--- config.mk ---
export PLATFORM = sky130hd
export DESIGN_NAME = bit_serial_adder_ctrl
export DESIGN_NICKNAME = d
export VERILOG_FILES = /design/src/rtl/bit_serial_adder_ctrl_pkg.sv /design/src/rtl/FA_df.sv /design/src/rtl/bit_serial_adder_ctrl.sv
export SDC_FILE = /design/constraint.sdc
export NUM_CORES = 1
export LEC_CHECK = 0
export CORE_ASPECT_RATIO = 1.25
export CORE_MARGIN = 2
export CORE_UTILIZATION = 35
export CTS_BUF_LIST = sky130_fd_sc_hd__clkbuf_8
export CTS_CLUSTER_SIZE = 8
export DETAILED_ROUTE_END_ITERATION = 8
export HOLD_SLACK_MARGIN = 0.02
export MAX_ROUTING_LAYER = met4
export PLACE_DENSITY = 0.54
export SLEW_MARGIN = 20
export SYNTH_ARGS = -nofsm -noshare
export SYNTH_HDL_FRONTEND = slang
export SYNTH_SLANG_ARGS = --single-unit
export TNS_END_PERCENT = 10
--- constraint.sdc ---
create_clock -name clk -period 1.7 [get_ports clk]
set_input_delay 0.34 -clock clk [delete_from_list [all_inputs] [get_ports clk]]
set_output_delay 0.34 -clock clk [all_outputs]
set_load 0.05 [all_outputs]
--- src/rtl/bit_serial_adder_ctrl_pkg.sv ---
// bit_serial_adder_ctrl_pkg: shared state encoding and counter sizing for the bit-serial adder.
package bit_serial_adder_ctrl_pkg;

    typedef enum logic [1:0] {
        IDLE = 2'd0,
        RUN  = 2'd1,
        DONE = 2'd2
    } state_t;

    function automatic int cnt_w(input int width);
        return $clog2(width);
    endfunction

    localparam int WIDTH_DEF = 8;
    localparam int CNT_W     = cnt_w(WIDTH_DEF);

endpackage

--- src/rtl/FA_df.sv ---
// FA_df: single-bit dataflow full adder cell.
module FA_df (
    input  logic a,
    input  logic b,
    input  logic cin,
    output logic s,
    output logic c
);

    assign s = a ^ b ^ cin;
    assign c = (a & b) | (cin & (a ^ b));

endmodule

--- src/rtl/bit_serial_adder_ctrl.sv ---
// bit_serial_adder_ctrl: adds or subtracts two WIDTH-bit operands LSB first through one
// full adder cell, one bit per clock, behind a start/done parallel interface.
module bit_serial_adder_ctrl
    import bit_serial_adder_ctrl_pkg::*;
#(
    parameter int WIDTH = WIDTH_DEF
) (
    input  logic             clk,
    input  logic             rst_n,
    input  logic             start,
    input  logic             sub,
    input  logic [WIDTH-1:0] op_a,
    input  logic [WIDTH-1:0] op_b,
    input  logic             cin,
    output logic             busy,
    output logic             done,
    output logic [WIDTH-1:0] sum,
    output logic             cout,
    output logic             ovf
);

    localparam int CW = cnt_w(WIDTH);

    state_t           state_q;
    logic [WIDTH-1:0] sa_q, sb_q, sum_q;
    logic [WIDTH-2:0] res_q;
    logic [WIDTH-1:0] res_d;
    logic [CW-1:0]    cnt_q;
    logic             carry_q, busy_q, done_q, cout_q, ovf_q;
    logic             cell_s, cell_c;

    FA_df u_fa (
        .a   (sa_q[0]),
        .b   (sb_q[0]),
        .cin (carry_q),
        .s   (cell_s),
        .c   (cell_c)
    );

    // The final sum bit completes the word directly, so res_q only needs WIDTH-1 bits.
    assign res_d = {cell_s, res_q};

    always_ff @(posedge clk or negedge rst_n) begin
        if (!rst_n) begin
            state_q <= IDLE;
            sa_q    <= '0;
            sb_q    <= '0;
            res_q   <= '0;
            sum_q   <= '0;
            cnt_q   <= '0;
            carry_q <= 1'b0;
            busy_q  <= 1'b0;
            done_q  <= 1'b0;
            cout_q  <= 1'b0;
            ovf_q   <= 1'b0;
        end else begin
            case (state_q)
                IDLE: if (start) begin
                    sa_q    <= op_a;
                    sb_q    <= sub ? ~op_b : op_b;
                    carry_q <= sub ? 1'b1 : cin;
                    cnt_q   <= '0;
                    busy_q  <= 1'b1;
                    state_q <= RUN;
                end
                RUN: begin
                    sa_q    <= sa_q >> 1;
                    sb_q    <= sb_q >> 1;
                    res_q   <= res_d[WIDTH-1:1];
                    carry_q <= cell_c;
                    cnt_q   <= cnt_q + CW'(1);
                    if (cnt_q == CW'(WIDTH - 1)) begin
                        sum_q   <= res_d;
                        cout_q  <= cell_c;
                        ovf_q   <= carry_q ^ cell_c;
                        done_q  <= 1'b1;
                        state_q <= DONE;
                    end
                end
                DONE: begin
                    done_q  <= 1'b0;
                    busy_q  <= 1'b0;
                    state_q <= IDLE;
                end
                default: begin
                    done_q  <= 1'b0;
                    busy_q  <= 1'b0;
                    state_q <= IDLE;
                end
            endcase
        end
    end

    assign busy = busy_q;
    assign done = done_q;
    assign sum  = sum_q;
    assign cout = cout_q;
    assign ovf  = ovf_q;

endmodule

==> run metrics <==
global-route wire length before repair=6175 um; largest net degree at the start of global routing=19; # DRC=0; Max rail drop VDD=0.5810 mV; net count after synthesis=~170; max-slew violation count=0; Critical Path End Type=flip-flop; area growth from synthesis to layout=25.43%; ratio of cells with drive above 1 in the final layout=27.66%; register area share after synthesis=54.30%; max incr delay on CP=0.39 ns; Total Power=roughly 4.4 mW; Leak=between 1 and 1.5 nW; Starting Density=36.67%; core footprint=5152 sq um; worst-skew pair later-pin latency=0.29 ns; first-pass iteration count of the detailed router=4; Fmax=0.6427 GHz; WP buf/inv=0; number of routed nets with antenna violations=0; hold depth=2; CP most frequent cell=ha_1; All-Layer GR Usage=13.35%; Non-Filler Instances=250; Worst Reg-to-Reg Cells=4; status=complete, no violations; grt peak-use layer=met2; clk root buf=clkbuf_8; Syn. warnings=0; CP Depth=4; TritonCTS clock tree=built; DP Area=between 2000 and 2500 sq um; Mapped Cells=148; HPWL after DPL=2564 um; Setup WS post-layout=0.1441 ns; crit-path max FO=12; vias in the first global route=1,301; number of setup violations in the final report=0; Max Cap Violations=0; CP required=1.87 ns; Iter 0 DRT Violations=80; initial antenna violation count=0; cell area after layout=about 2400 sq um; synthesized area=1889 sq um; Util after Layout=45.99%; grt met2 use=21.07%; RSZ-0062 raised after global routing=false; # clock sinks=41; met3 usage=under 10%; Final #Nets=211; Power Density=around 1900 nW/um^2; CP Class=reg -> reg; Post-CTS Setup Repair Bufs=0; Die Height=~86 um; Clock transition at path regs=0.08 ns; Final Skew=0.009182 ns; Syn Area/Cell=roughly 13 sq um; Tcrit/Tclk final=between 90 and 100%; time the worst path needs with I/O delays and setup=1.556 ns; hold_ws=a little under 0.5 ns; CP Cell Sequence=ha_1 > ha_1 > nand3b_4 > mux2_2; clock buffer count from CTS=5; aggregate global routing overflow=0; clk buf depth=2; Final Hold Violating Endpoints=0; boundary pin count=33; Crit-path slowest cell=dfrtp_1; Final Wtd Congestion=0.7530; global routing usage on met1=16.17%; vias per cell=5.008; Die Footprint=6006 sq um; Fin Setup TNS=0 ns; Placed Instances=241; crit-path leading delay family=adder cells; Slew HR=between 70% and 80%; FF+latch count, synth=41; Die Wd=69.72 um; post_cts resized=0; startpoint types=flip-flop; Total Routed Length=3440 um; Worst-Margin Slew=slightly below 0.4 ns; Port Buffers=32; Synth cell types=29; Place WS=0.01080 ns; hold crit path type=reg -> reg; H-tree depth=2; # diodes=0; Vias=1,252; wire per inst=~14 um; CP Data Arrival Time=1.72 ns; Row Count=29
-- worst min-delay path, delay by kind of cell, from the launching register on --
| kind | cells | cell delay (ns) |
|---|---|---|
| compound gates | 1 | 0.06 |
| simple gates | 1 | 0.05 |
| flops | 1 | 0.35 |
-- routing by layer --
layer	part of all wire, %	up-vias	wire length, um
met5	0	-	0
met4	1.2	0	40
met3	4.7	5	163
met2	49	33	1697
met1	45	622	1538
li1	-	592	-
-- power breakdown --
group / switching (mW) / internal, mW / total (mW)
sequential: 0.281 / 1.40 / 1.69
clock: 0.319 / 0.473 / 0.792
combinational: 1.05 / 0.910 / 1.96
total: 1.65 / 2.79 / 4.44
-- Yosys cell counts --
cell | n | area (sq um)
dfrtp_1 | 41 | 1026
nand2_1 | 17 | 63.81
mux2_4 | 10 | 150.1
o21ai_0 | 9 | 45.04
a22oi_1 | 8 | 60.06
xor2_1 | 8 | 70.07
inv_1 | 7 | 26.28
mux2_2 | 7 | 78.83
buf_6 | 6 | 67.56
a222oi_1 | 4 | 40.04
nor2_1 | 4 | 15.01
a32oi_1 | 3 | 26.28
a21oi_1 | 2 | 10.01
a22o_1 | 2 | 17.52
a31oi_1 | 2 | 12.51
buf_2 | 2 | 10.01
ha_1 | 2 | 25.02
nor2b_2 | 2 | 17.52
o21ai_1 | 2 | 10.01
and2b_1 | 1 | 7.510
buf_4 | 1 | 7.510
clkbuf_1 | 1 | 3.750
fa_1 | 1 | 20.02
nand3b_4 | 1 | 20.02
nor2b_1 | 1 | 6.260
nor3b_4 | 1 | 18.77
o21bai_4 | 1 | 18.77
or2_2 | 1 | 6.260
xnor2_1 | 1 | 8.760
-- state kept, by name (all words and copies together), names as in the netlist --
name and count:
done 1, cnt_q 3, busy 1, sa_q 8, state_q 2, cout 1
res_q 7, ovf 1, sum 8, carry_q 1, sb_q 8
-- placed cells by master, fill, tap and decap left out, drive strengths merged --
cell type	n
dfrtp	41
buf	22
clkdlybuf4s50	19
nand2	17
mux2	17
o21ai	11
a22oi	8
xor2	8
inv	8
clkbuf	6
nor2	4
a222oi	4
a32oi	3
nor2b	3
a22o	2
a21oi	2
a31oi	2
ha	2
o21bai	1
or2	1
nand3b	1
xnor2	1
nor3b	1
and2b	1
fa	1
bufinv	1
dlygate4sd3	1
-- timing repair --
action | CTS | global route
setup endpoints to repair | 0 | 0
endpoints found under the hold margin | 16 | 0
hold buffers | 1 | 0
-- cells by family after synthesis --
family	after synthesis	share of synthesized area (%)
adder cells (fa/ha/maj)	3	2.384
multiplexers	17	12.12
AO/OA/AOI/OAI	33	12.72
XOR/XNOR	9	4.172
flip-flops	41	54.30
buffers and inverters	17	6.093
AND/OR/NAND/NOR	28	8.213
-- path summary, 6_finish.rpt --
check | from | end | slack [ns]
max in group asynchronous | rst_n | sb_q[0] | 0.68
min in group asynchronous | rst_n | sa_q[7] | 0.50
worst max-delay path | cnt_q[0] | sum[7] | 0.14
worst min-delay path | sa_q[4] | sa_q[4] | 0.49
worst max register to register | cnt_q[0] | sum[7] | 0.14
worst min register to register | sa_q[4] | sa_q[4] | 0.49
-- layout make-up --
class / instances / area [sq um]
multi-input cells: 90 / 748.2
clock inverters: 2 / 33.78
inverters: 7 / 26.28
repair buffers: 42 / 375.4
flip-flops and latches: 41 / 1026
fillers: 480 / 2783
well taps: 62 / 77.57
clock buffers: 6 / 82.58
(Power assumes the default switching activity.)
==> RTL edit, RTL diff (same flow settings) <==
Change the package constant `WIDTH_DEF` from 8 to 12.
--- a/src/rtl/bit_serial_adder_ctrl_pkg.sv
+++ b/src/rtl/bit_serial_adder_ctrl_pkg.sv
@@ -12,5 +12,5 @@
     endfunction
 
-    localparam int WIDTH_DEF = 8;
+    localparam int WIDTH_DEF = 12;
     localparam int CNT_W     = cnt_w(WIDTH_DEF);
 
Ports: changed (resized op_a, op_b and sum); port bits go from 33 to 45. The function was not compared with the original's and may differ.
==> RTL edit against the original RTL <==
Maximum frequency increased by 0.45%; total power increased by 38%; non-clock buffer count increased by 17; combinational power increased by 26%; cell area increased by 44%; highest routed layer unchanged; sequential cell count increased by 17; wire length increased by 67%; worst setup slack improved by 7.0 ps; clock skew decreased by 6.1 ps; area after synthesis increased by 40%; synthesized cell count increased by 63%.
==> RTL edit: results (changes against the original RTL) <==
- Largest net degree at the start of global routing: 59 (+40)
- Worst setup skew after layout: 3.12 ps (-6.06 ps)
- Yosys cell types: 34 (+17%)
- Clk_lat worst skew: 340 ps (+50 ps)
- Worst Max-Slew Pin Slew: 454 ps (+59.4 ps)
- CP Capture Point: sum[3]$_DFFE_PN0P_
- Post-CTS Setup Repair Bufs: 0 (unchanged)
- CP peak stage delay: 480 ps (+90 ps)
- Place WS: -197 ps (-207 ps)
- Tcrit/Tclk final: 91.1% (-0.41 points)
- Register area share after synthesis: 54.8% (+0.49 points)
- Synth Area in Adders: 1.23% (-1.2 points)
- CP startpoint: state_q[1]$_DFFE_PN0P_
- Nets: 324 (+54%)
- M1 GR Usage: 20.0% (+3.9 points)
- CTS Buf Count: 9 (+4)
- Met2 usage in global routing: 24.0% (+2.9 points)
- I/O Buffers: 44 (+38%)
- Clk buf depth: 2 (unchanged)
- Via/cell ratio: 5.16 (+3.1%)
- Commonest cells post-synth: dfrtp_1, nand2_1, o22ai_1, a21oi_1, clkbuf_1
- Post-CTS resize count: 0 (unchanged)
- Max VDD drop: 678 µV (+17%)
- Vias in the first global route: 2052 (+58%)
- Synthesized net count: 272 (+58%)
- Worst-path clk slew: 60 ps (-20 ps)
- GRT Total Usage: 16.3% (+2.9 points)
- Post-synthesis compound-gate area fraction: 16.6% (+3.9 points)
- Metal2 WL: 2820 µm (+66%)
- H-tree Lvls: 3 (+1)
- Xor and xnor area share after synthesis: 4.30% (+0.13 points)
- Delay-heaviest family, CP: flip-flops
- Crit path max fanout: 15 (+3)
- Final wirelength: 5740 µm (+67%)
- GR Layer Usage met3: 4.90% (+1.3 points)
- First-pass GRT wire length: 9800 µm (+59%)
- Run status: finished, final reports clean
- DR WL met3: 237 µm (+45%)
- Placer congestion estimate: 0.795 (+5.6%)
- Share of cells above drive strength 1: 22.6% (-5.1 points)
- Post-synthesis mux area share: 7.46% (-4.7 points)
- Leakage: 1.52 nW (+34%)
- Top cells by area, synth: dfrtp_1, nand2_1, o22ai_1
RTL edit: cell types whose count changed after synthesis, sizes merged, moves of 8 or more:
cell    change
a21oi      +17
o22ai      +24
clkbuf      +9
nand2      +24
dfrtp      +17
a22oi       -8
RTL edit: worst min-delay path by stage:
stage / startpoint / end / slack (ps) / cells after the start
6_report: res_q[0]$_DFFE_PN0P_ / res_q[0]$_DFFE_PN0P_ / 470 / 2
5_1_grt: cnt_q[3]$_DFFE_PN0P_ / cnt_q[3]$_DFFE_PN0P_ / 510 / 1
4_1_cts: res_q[0]$_DFFE_PN0P_ / res_q[0]$_DFFE_PN0P_ / 480 / 2
3_5_place_dp: rst_n / ovf$_DFFE_PN0P_ / 370 / 2
3_3_place_gp: rst_n / sum[10]$_DFFE_PN0P_ / 370 / 2
2_1_floorplan: rst_n / busy$_DFFE_PN0P_ / 40 / 0
RTL edit: stage by stage:
| step | utilization (%) | std cells | area, µm² | setup TNS [ps] |
|---|---|---|---|---|
| after global placement | 43.6 | 373 | 3210 | -2070 |
| final | 46.3 | 389 | 3400 | 0 |
| after CTS | 46.2 | 389 | 3400 | 0 |
| after floorplan | - | 241 | 2650 | 0 |
| after detailed placement | 43.6 | 373 | 3210 | -2910 |
| after global routing | 46.3 | 389 | 3400 | 0 |
RTL edit: power by group:
| group | leakage (nW) | switching [mW] | internal [mW] |
|---|---|---|---|
| combinational | 0.717 | 1.41 | 1.06 |
| sequential | 0.695 | 0.448 | 1.98 |
| clock | 0.105 | 0.518 | 0.692 |
RTL edit: layout make-up:
type	count	area, µm²
Clock buffer	10	138
Clock inverter	5	47.5
Fill cell	731	3950
Inverter	7	26.3
Multi-Input combinational cell	158	1070
Sequential cell	58	1450
Tap cell	92	115
Timing Repair Buffer	59	552
